### config.mk
export PLATFORM = sky130hd
export DESIGN_NAME = fetch_stage
export DESIGN_NICKNAME = d
export VERILOG_FILES = /design/src/rtl/fetch_stage.sv
export SDC_FILE = /design/constraint.sdc
export NUM_CORES = 1
export LEC_CHECK = 0
export ABC_AREA = 1
export CAP_MARGIN = 20
export CORE_UTILIZATION = 48
export DETAILED_ROUTE_END_ITERATION = 10
export PLACE_DENSITY = 0.94
export SLEW_MARGIN = 20
export SYNTH_ARGS = -nofsm -noshare
export SYNTH_HDL_FRONTEND = slang
export SYNTH_SLANG_ARGS = --single-unit
### constraint.sdc
create_clock -name clk -period 3.2 [get_ports clk]
set_input_delay 0.8 -clock clk [delete_from_list [all_inputs] [get_ports clk]]
set_output_delay 0.8 -clock clk [all_outputs]
set_load 0.05 [all_outputs]
### src/rtl/fetch_stage.sv
// Instruction-fetch stage with PC register and IF/ID pipeline register.
// Feeds Decode and exposes op/funct3/funct7b5 slices to the controller.
module fetch_stage #(
  parameter logic [31:0] RESET_PC  = 32'h0000_0000,
  parameter logic [31:0] NOP_INSTR = 32'h0000_0013
) (
  input  logic        clk,
  input  logic        reset,
  input  logic        StallF,
  input  logic        StallD,
  input  logic        FlushD,
  input  logic        PCSrcE,
  input  logic [31:0] PCTargetE,
  output logic [31:0] PCF,
  input  logic [31:0] InstrF,
  output logic [31:0] InstrD,
  output logic [31:0] PCD,
  output logic [31:0] PCPlus4D,
  output logic        ValidD,
  output logic [6:0]  opD,
  output logic [2:0]  funct3D,
  output logic        funct7b5D
);

  logic [31:0] r_pc;
  logic [31:0] r_instr_d;
  logic [31:0] r_pc_d;
  logic [31:0] r_pc4_d;
  logic        r_valid_d;

  logic [31:0] w_pc_plus4;
  logic [31:0] w_pc_next;
  logic        w_unused_tgt;

  // Target low bits are dropped so the fetch address stays word aligned.
  assign w_unused_tgt = ^PCTargetE[1:0];

  // Sequential or redirected next PC; PC+4 wraps silently.
  always_comb begin
    w_pc_plus4 = r_pc + 32'd4;
    w_pc_next  = w_pc_plus4;
    if (PCSrcE)
      w_pc_next = {PCTargetE[31:2], 2'b00};
  end

  // PC register: reset, then stall hold, then advance.
  always_ff @(posedge clk) begin
    if (reset)
      r_pc <= RESET_PC;
    else if (!StallF)
      r_pc <= w_pc_next;
  end

  // IF/ID register: reset/flush inject a NOP, stall holds, else capture.
  always_ff @(posedge clk) begin
    if (reset || FlushD) begin
      r_instr_d <= NOP_INSTR;
      r_pc_d    <= 32'd0;
      r_pc4_d   <= 32'd0;
      r_valid_d <= 1'b0;
    end else if (!StallD) begin
      r_instr_d <= InstrF;
      r_pc_d    <= r_pc;
      r_pc4_d   <= w_pc_plus4;
      r_valid_d <= 1'b1;
    end
  end

  assign PCF       = r_pc;
  assign InstrD    = r_instr_d;
  assign PCD       = r_pc_d;
  assign PCPlus4D  = r_pc4_d;
  assign ValidD    = r_valid_d;
  assign opD       = r_instr_d[6:0];
  assign funct3D   = r_instr_d[14:12];
  assign funct7b5D = r_instr_d[30];

endmodule

==> summary.md, run 1 <==
| Metric | Value |
|---|---|
| Global route overflow | `0` |
| Largest net degree at the start of global routing | `between 60 and 70` |
| Setup Viol. Count Final | `0` |
| Outcome | `completed` |
| WL met1 | `6570 microns` |
| Synthesized area | `0.00560 sq mm` |
| Die X | `about 110 microns` |
| Avg Inst Size Synth | `a little over 7 sq um` |
| Pre-CTS setup slack | `0.699 ns` |
| Via count | `about 6000` |
| Worst hold path type | `reg2reg` |
| Max H-tree Level | `4` |
| Via-to-Cell Ratio | `about 5.2` |
| Inserted Clock Buffers | `17` |
| YS warnings | `0` |
| Vias in the first global route | `approximately 5500` |
| Flops & latches, synth | `around 120` |
| Ys async rst share | `0%` |
| Worst slew pin tran | `roughly 0.65 ns` |
| Clock power frac | `a little under half` |
| Post-synthesis cell type count | `28` |
| Gr usage total | `between 20 and 30%` |
| DRC | `0` |
| Met2 Wirelength | `~8800 microns` |
| Metal3 WL | `1910 microns` |
| Slew HR | `a little under three fifths` |
| P_int | `about 3.2 mW` |
| Post-CTS sizing | `0` |
| Max incr delay on CP | `around 0.92 ns` |
| Skew-Pair Late Insertion Delay | `around 0.41 ns` |
| Number of synthesized flops with an enable pin | `0` |
| CTS tree | `done` |
| TritonCTS sink count | `about 120` |
| RSZ-0062 raised after global routing | `false` |
| Synth Flop Type | `dfxtp_1` |
| P_sw | `1.28 mW` |
| CTS Buffer Depth | `2` |
| Pwr dens | `roughly 540 mW/mm^2` |
| Post-DP HPWL | `12700 microns` |
| Clk root buf | `clkbuf_16` |
| Boundary Pins | `between 200 and 250` |
| Fmax | `between 0.3 and 0.4 GHz` |
| ANT nets after route | `0` |
| DR WL/cell | `15.9 microns` |
| Switching share of power | `approximately 28%` |
| Layout area overhead | `47.9%` |
| Max Cap Viol | `0` |
| Crit start category | `flop` |
| Crit path buffers/inverters | `1` |
| Top sig layer | `met4` |
| Nets | `1028` |
| Setup tns final | `0 ns` |
| Fin. Hold Viols | `0` |
| Max FO, Critical Path | `6` |
| Clock transition at the registers of the reported paths | `approximately 0.06 ns` |
| I/O Buffers | `between 200 and 250` |
| CP endpoint kind | `output port` |
| Die Y | `about 110 microns` |
| Comb pwr share | `16.9%` |
| Number of diodes | `0` |
| Global-route wire length before repair | `26700 microns` |
| Crit path required time | `between 2 and 2.5 ns` |
| Fin. max-slew vios | `0` |
| Layout cells sized above 1 | `8.87%` |
| Final clock period utilization by the worst path | `roughly 83%` |
| Worst vdd rail ir drop | `407 uV` |
| Leakage | `3.39 nW` |
| Initial DRC Count | `350` |
| Drt first pass iters | `5` |
| Crit-path cells | `clkdlybuf4s50_1` |
| # rows | `39` |
| Die area | `0.0121 sq mm` |
| Sequential share of power | `between 30% and 40%` |
| Register area share after synthesis | `44.0%` |
| Area of the core | `around 0.011 sq mm` |
| Final worst slack | `between 0.5 and 0.6 ns` |
| Crit path max-delay family | `buffers and inverters` |
| Antenna violations before repair | `0` |
| RePlAce Congestion | `~0.93` |
| Routed WL | `17700 microns` |
| # Post-CTS Setup Buffers | `0` |
| Starting Density | `between 40% and 50%` |
| CP Class | `reg2out` |
| Critical path's slowest cell | `clkdlybuf4s50_1` |
| CTS hold repair buffers | `0` |
| Clk_skew | `about 0.0072 ns` |
| Synth Instances | `779` |
| Period minus WS final | `~2.7 ns` |
| CP Data Arrival Time | `1.87 ns` |
==> synthesized netlist by cell type, types with 2 or more instances <==
master    number  area, sq um
nand2_1      191          717
dfxtp_1      123         2460
a21oi_1      101          505
nor2_1        88          330
inv_1         59          221
o21ai_0       52          260
nand3_1       36          180
clkbuf_1      30          113
buf_4         17          128
o211ai_1      13         97.6
buf_2         12         60.1
xor2_1        11         96.3
nand2_2        6         37.5
nand3_2        6         60.1
nor2_2         6         37.5
nor2_4         5         56.3
a21oi_2        4         35.0
buf_1          3         11.3
nor2_8         3         60.1
xor2_2         3         48.8
and2_1         2         12.5
nand2_4        2         22.5
==> worst paths after layout <==
check                           cells past startpoint  slack (ns)  startpoint           end
worst min register to register                      2        0.47  InstrD[25]    InstrD[25]
worst max register to register                     10        1.29      PCF[2]  PCPlus4D[24]
worst min-delay path                                2        0.47  InstrD[25]    InstrD[25]
worst max-delay path                                1        0.53     PCF[17]       PCF[17]
==> placed cells by master (no fill, tap or decap), drive strengths merged <==
cell type      count
dfxtp            123
nor2             102
buf               16
clkinv             7
xnor2              1
bufinv             4
nand2            199
o211ai            13
a21oi            105
clkdlybuf4s50    200
ha                 1
clkbuf            19
conb               6
inv               60
nand3             42
a221oi             1
and2               2
xor2              14
o21ai             53
clkinvlp           2
==> state kept, by name (all words and copies together) (netlist names) <==
signal,flops
InstrD,32
PCD,30
PCF,30
PCPlus4D,30
ValidD,1
==> cell type report <==
type	count	area, sq um
fill	840	3100
multi-input combinational	539	2620
sequential	123	2460
timing repair buffer	216	2140
clock buffer	19	453
inverter	60	226
clock inverter	13	191
tap	143	179
==> power groups by stage <==
stage          Combinational [mW]  Clock, mW  Sequential, mW
2_1_floorplan               0.253          0            1.91
3_3_place_gp                0.744          0            1.69
3_5_place_dp                0.755          0            1.70
4_1_cts                     0.760       2.08            1.66
5_1_grt                     0.808       2.16            1.67
6_report                    0.762       2.07            1.67
==> stage by stage <==
stage | utilization (%) | cells | hold WS (ns) | power (mW) | cell area [sq um]
4_1_cts | 72.8 | 1113 | 0.465 | 4.51 | 8270
2_1_floorplan | - | 784 | 0.676 | 2.16 | 5610
6_report | 72.8 | 1113 | 0.467 | 4.49 | 8270
5_1_grt | 72.8 | 1113 | 0.479 | 4.64 | 8270
3_3_place_gp | 67.1 | 1081 | 0.444 | 2.44 | 7630
3_5_place_dp | 67.1 | 1081 | 0.456 | 2.45 | 7630
==> cell families (layout without fill, tap and decap cells) <==
logic type | Yosys count | in the layout | share of synthesized area, %
compound gates | 172 | 172 | 16.3
xor+xnor | 15 | 15 | 2.75
buf+inv | 122 | 308 | 9.59
simple gates | 345 | 345 | 27.1
fa+ha+maj | 1 | 1 | 0.224
other cells | 1 | 6 | 0.0670
flops | 123 | 123 | 44.0
==> per-layer routing <==
layer,global-route usage (%),vias up
met1,31.5,2676
met3,9.31,40
met2,52.6,302
met4,13.1,0
li1,-,2825
met5,0,-
Power figures use the tool's default switching activity.
==> run 2, diff against run 1 <==
--- a/config.mk
+++ b/config.mk
@@ -7,9 +7,9 @@
 export LEC_CHECK = 0
 export ABC_AREA = 1
 export CAP_MARGIN = 20
-export CORE_UTILIZATION = 48
+export CORE_UTILIZATION = 45
 export DETAILED_ROUTE_END_ITERATION = 10
-export PLACE_DENSITY = 0.94
+export PLACE_DENSITY = 0.89
 export SLEW_MARGIN = 20
 export SYNTH_ARGS = -nofsm -noshare
 export SYNTH_HDL_FRONTEND = slang
==> constraint.sdc (replaced) <==
create_clock -name clk -period 2.6 [get_ports clk]
set_input_delay 0.65 -clock clk [delete_from_list [all_inputs] [get_ports clk]]
set_output_delay 0.65 -clock clk [all_outputs]
set_load 0.05 [all_outputs]
==> summary.md, run 2 (synthesized netlist as in run 1, its figures left out) <==
| Metric | Value |
|---|---|
| # Post-CTS Setup Buffers | `0` |
| Crit start category | `flop` |
| Clock transition at the registers of the reported paths | `0.05 ns` |
| # rows | `40` |
| Starting Density | `between 40% and 50%` |
| RSZ-0062 raised after global routing | `false` |
| Antenna violations before repair | `0` |
| I/O Buffers | `roughly 200` |
| Post-DP HPWL | `12200 microns` |
| Via count | `between 5000 and 6000` |
| Max FO, Critical Path | `6` |
| Boundary Pins | `between 200 and 250` |
| Critical path's slowest cell | `clkdlybuf4s50_1` |
| Final clock period utilization by the worst path | `96.1%` |
| Pwr dens | `~640 mW/mm^2` |
| Die area | `0.0129 sq mm` |
| Die Y | `~110 microns` |
| Via-to-Cell Ratio | `just over 5` |
| Leakage | `between 3 and 4 nW` |
| Max reg flops | `32` |
| Die X | `roughly 110 microns` |
| Layout area overhead | `46.9%` |
| Routed WL | `17300 microns` |
| Crit path max-delay family | `buffers and inverters` |
| Max Cap Viol | `0` |
| Initial DRC Count | `about 410` |
| Finished Layout Cells | `around 1100` |
| Fin. Hold Viols | `0` |
| Slew HR | `33.7%` |
| Reg2Reg Setup Slack | `0.72 ns` |
| RePlAce Congestion | `roughly 0.92` |
| WHS Path Cells | `2` |
| Worst hold path type | `reg2reg` |
| FF-to-FF Start | `PCF[2]` |
| Post-CTS sizing | `0` |
| Nets | `1026` |
| Layout cells sized above 1 | `under 10%` |
| Largest net degree at the start of global routing | `63` |
| CP Data Arrival Time | `about 1.9 ns` |
| Outcome | `completed` |
| Period minus WS final | `approximately 2.5 ns` |
| Worst slew pin tran | `just under 1 ns` |
| Clk_skew | `about 0.011 ns` |
| Vias in the first global route | `between 5000 and 6000` |
| DRC | `0` |
| Hold Crit Endpoint | `InstrD[16]` |
| Crit path buffers/inverters | `1` |
| Most frequent cells in the layout | `200 x clkdlybuf4s50_1, 191 x nand2_1, 123 x dfxtp_1` |
| Setup tns final | `0 ns` |
| Placed cells | `~1100` |
| Crit path required time | `~2.0 ns` |
| CP endpoint kind | `output port` |
| Fmax | `between 0.4 and 0.5 GHz` |
| ANT nets after route | `0` |
| CTS tree | `done` |
| Setup Viol. Count Final | `0` |
| Max H-tree Level | `4` |
| DR WL/cell | `15.2 microns` |
| Commonest non-fill, non-tap cell in the layout | `clkdlybuf4s50_1` |
| Area of the core | `around 0.012 sq mm` |
| Reg-to-Reg End | `PCPlus4D[24]` |
| TritonCTS sink count | `123` |
| Hold Crit Start | `InstrD[16]` |
| Worst r2r path cells | `10` |
| Global-route wire length before repair | `around 27000 microns` |
| Inserted Clock Buffers | `17` |
| CP Class | `reg2out` |
| CTS hold repair buffers | `0` |
| Max incr delay on CP | `between 0.8 and 0.9 ns` |
| Fin. max-slew vios | `0` |
| CTS Buffer Depth | `2` |
| Crit-path cells | `clkdlybuf4s50_1` |
| Clk root buf | `clkbuf_16` |
| Drt first pass iters | `5` |
| Number of diodes | `0` |
| Hold_ws | `roughly 0.46 ns` |
| Worst vdd rail ir drop | `~520 uV` |
| Skew-Pair Late Insertion Delay | `between 0.4 and 0.5 ns` |
| Global route overflow | `0` |
| Gr usage total | `27.0%` |
[run 2: worst max path at each step]
stage / from / slack (ns) / endpoint / depth (start not counted)
6_report: PCF[12] / 0.10 / PCF[12] / 1
5_1_grt: PCF[12] / 0.06 / PCF[12] / 1
4_1_cts: PCF[12] / 0.10 / PCF[12] / 1
3_5_place_dp: reset / 0.28 / PCPlus4D[6] / 6
3_3_place_gp: reset / 0.33 / PCPlus4D[15] / 6
2_1_floorplan: PCF[2] / 0.65 / PCF[22] / 10
[run 2: final cells by class]
cell class	instances	area, sq um
fill	953	3840
timing repair buffer	214	2130
multi-input combinational	539	2620
clock inverter	6	87.6
tap	168	210
clock buffer	25	485
sequential	123	2460
inverter	60	226
[run 2: through the flow]
stage | cell area, sq um | total power [mW] | setup WS, ns | util (%)
4_1_cts | 8220 | 5.29 | 0.104 | 68.1
3_3_place_gp | 7650 | 3.00 | 0.328 | 63.4
3_5_place_dp | 7650 | 3.01 | 0.278 | 63.4
5_1_grt | 8220 | 5.46 | 0.0646 | 68.1
6_report | 8220 | 5.27 | 0.103 | 68.1
2_1_floorplan | 5610 | 2.66 | 0.646 | -
[run 2: power breakdown]
group	internal, mW	leakage (nW)	switching, mW	total, mW
clock	1.48	0.270	0.811	2.29
sequential	1.97	1.01	0.0797	2.05
combinational	0.330	2.07	0.605	0.935
[run 2: layer usage]
metal  up-vias  share of wire [%]  GRT usage (%)
met1      2587                 38           31.2
li1       2821                  -              -
met2       271                 49           45.9
met3        38                9.4           8.24
met4         0                3.0           12.5
met5         -                  0              0
==> run 3, diff against run 2 <==
==> constraint.sdc (replaced) <==
create_clock -name clk -period 2.6 [get_ports clk]
set_input_delay 0.65 -clock clk [delete_from_list [all_inputs] [get_ports clk]]
set_output_delay 0.65 -clock clk [all_outputs]
set_load 0.02 [all_outputs]
==> summary.md, run 3 (synthesized netlist as in run 1, its figures left out) <==
| Metric | Value |
|---|---|
| Leakage | `roughly 3.4 nW` |
| Global-route wire length before repair | `between 20000 and 30000 microns` |
| CTS tree | `done` |
| Die Y | `roughly 110 microns` |
| Die X | `about 110 microns` |
| Largest net degree at the start of global routing | `61` |
| Placed cells | `1105` |
| Fin. max-slew vios | `0` |
| ANT nets after route | `0` |
| Number of diodes | `0` |
| Clk_skew | `about 0.006 ns` |
| Boundary Pins | `between 200 and 250` |
| Post-DP HPWL | `around 12000 microns` |
| Antenna violations before repair | `0` |
| CTS hold repair buffers | `0` |
| Starting Density | `around 46%` |
| RePlAce Congestion | `~0.90` |
| Commonest non-fill, non-tap cell in the layout | `clkdlybuf4s50_1` |
| Crit path max-delay family | `buffers and inverters` |
| Drt first pass iters | `5` |
| Most frequent cells in the layout | `200 x clkdlybuf4s50_1, 191 x nand2_1, 123 x dfxtp_1` |
| Inserted Clock Buffers | `17` |
| Finished Layout Cells | `between 1000 and 1500` |
| Via-to-Cell Ratio | `just over 5` |
| # rows | `40` |
| Hold_ws | `about 0.46 ns` |
| Setup tns final | `0 ns` |
| GR Util met2 | `between 40 and 50%` |
| Global routing's busiest layer | `met2` |
| DRC | `0` |
| Fmax | `roughly 0.44 GHz` |
| Area of the core | `approximately 0.012 sq mm` |
| Routed WL | `around 17000 microns` |
| TritonCTS sink count | `123` |
| Grt met3 use | `~9.0%` |
| Pwr dens | `642 mW/mm^2` |
| Fin. Hold Viols | `0` |
| Gr usage total | `a little over a quarter` |
| Worst hold path type | `reg2reg` |
| Final clock period utilization by the worst path | `87.5%` |
| Core Util, Final | `between 60% and 70%` |
| Layout area overhead | `48.0%` |
| Hold Crit Endpoint | `InstrD[16]` |
| Post-CTS sizing | `0` |
| Global route overflow | `0` |
| Worst vdd rail ir drop | `381 uV` |
| Crit-path cells | `clkdlybuf4s50_1` |
| Clk root buf | `clkbuf_16` |
| Global Route met1 Usage | `between 30% and 40%` |
| DR WL/cell | `15.2 microns` |
| Setup Viol. Count Final | `0` |
| Max FO, Critical Path | `6` |
| Max reg flops | `32` |
| Worst r2r path cells | `10` |
| Crit start category | `flop` |
| Crit path buffers/inverters | `1` |
| Worst slew pin tran | `0.942 ns` |
| WHS Path Cells | `2` |
| Initial DRC Count | `between 300 and 400` |
| Reg2Reg Setup Slack | `approximately 0.79 ns` |
| Max incr delay on CP | `0.72 ns` |
| Clock transition at the registers of the reported paths | `around 0.050 ns` |
| # Post-CTS Setup Buffers | `0` |
| Die area | `0.0129 sq mm` |
| Critical path's slowest cell | `clkdlybuf4s50_1` |
| Skew-Pair Late Insertion Delay | `0.41 ns` |
| Via count | `5726` |
| Reg-to-Reg End | `PCPlus4D[24]` |
| Nets | `between 1000 and 1500` |
| CTS Buffer Depth | `2` |
| Hold Crit Start | `InstrD[16]` |
| Vias in the first global route | `approximately 5200` |
| CP Data Arrival Time | `1.63 ns` |
| Max Cap Viol | `0` |
| Fillers | `952` |
| Period minus WS final | `~2.3 ns` |
| Slew HR | `roughly 37%` |
| CP endpoint kind | `output port` |
| I/O Buffers | `201` |
| RSZ-0062 raised after global routing | `false` |
| CP Class | `reg2out` |
| Outcome | `completed` |
| Max H-tree Level | `4` |
| FF-to-FF Start | `PCF[2]` |
| Layout cells sized above 1 | `8.28%` |
| Crit path required time | `1.95 ns` |
-- run 3: area by class of cell --
| cell class | count | area [sq um] | area share [%] |
|---|---|---|---|
| Sequential cell | 123 | 2460 | 29.7 |
| Clock inverter | 8 | 168 | 2.02 |
| Clock buffer | 21 | 460 | 5.56 |
| Inverter | 60 | 226 | 2.73 |
| Timing Repair Buffer | 215 | 2140 | 25.8 |
| Tap cell | 168 | 210 | 2.54 |
| Multi-Input combinational cell | 539 | 2620 | 31.6 |
-- run 3: report_power, final --
group          internal, mW  total [mW]  switching (mW)
combinational         0.331       0.730           0.398
sequential             1.97        2.05          0.0821
clock                  1.73        2.54           0.808
-- run 3: worst max path at each step --
stage | from | to | slack [ns] | cells after the start
3_5_place_dp | reset | PCPlus4D[8] | 0.30 | 6
3_3_place_gp | reset | PCPlus4D[9] | 0.33 | 6
6_report | PCF[17] | PCF[17] | 0.32 | 1
5_1_grt | PCF[17] | PCF[17] | 0.28 | 1
4_1_cts | PCF[17] | PCF[17] | 0.31 | 1
2_1_floorplan | PCF[2] | PCF[22] | 0.91 | 10
-- run 3: routing by layer --
layer | up-vias | routed length, microns | part of all wire [%]
met3 | 30 | 1670 | 9.7
li1 | 2831 | - | -
met5 | - | 0 | 0
met2 | 274 | 8310 | 48
met1 | 2591 | 6830 | 40
met4 | 0 | 460 | 2.7
-- run 3: tightest hold or removal path, cell delays in order, from the launching register on --
cell     delay, ns
dfxtp_1       0.31
nand2_1       0.05
a21oi_1       0.05
-- run 3: per-stage QoR --
step | setup WS (ns) | instance area, sq um | total power, mW
after floorplan | 0.907 | 5610 | 2.45
after global placement | 0.332 | 7650 | 2.80
after detailed placement | 0.303 | 7650 | 2.81
after CTS | 0.313 | 8280 | 5.34
after global routing | 0.282 | 8280 | 5.48
final | 0.324 | 8280 | 5.32
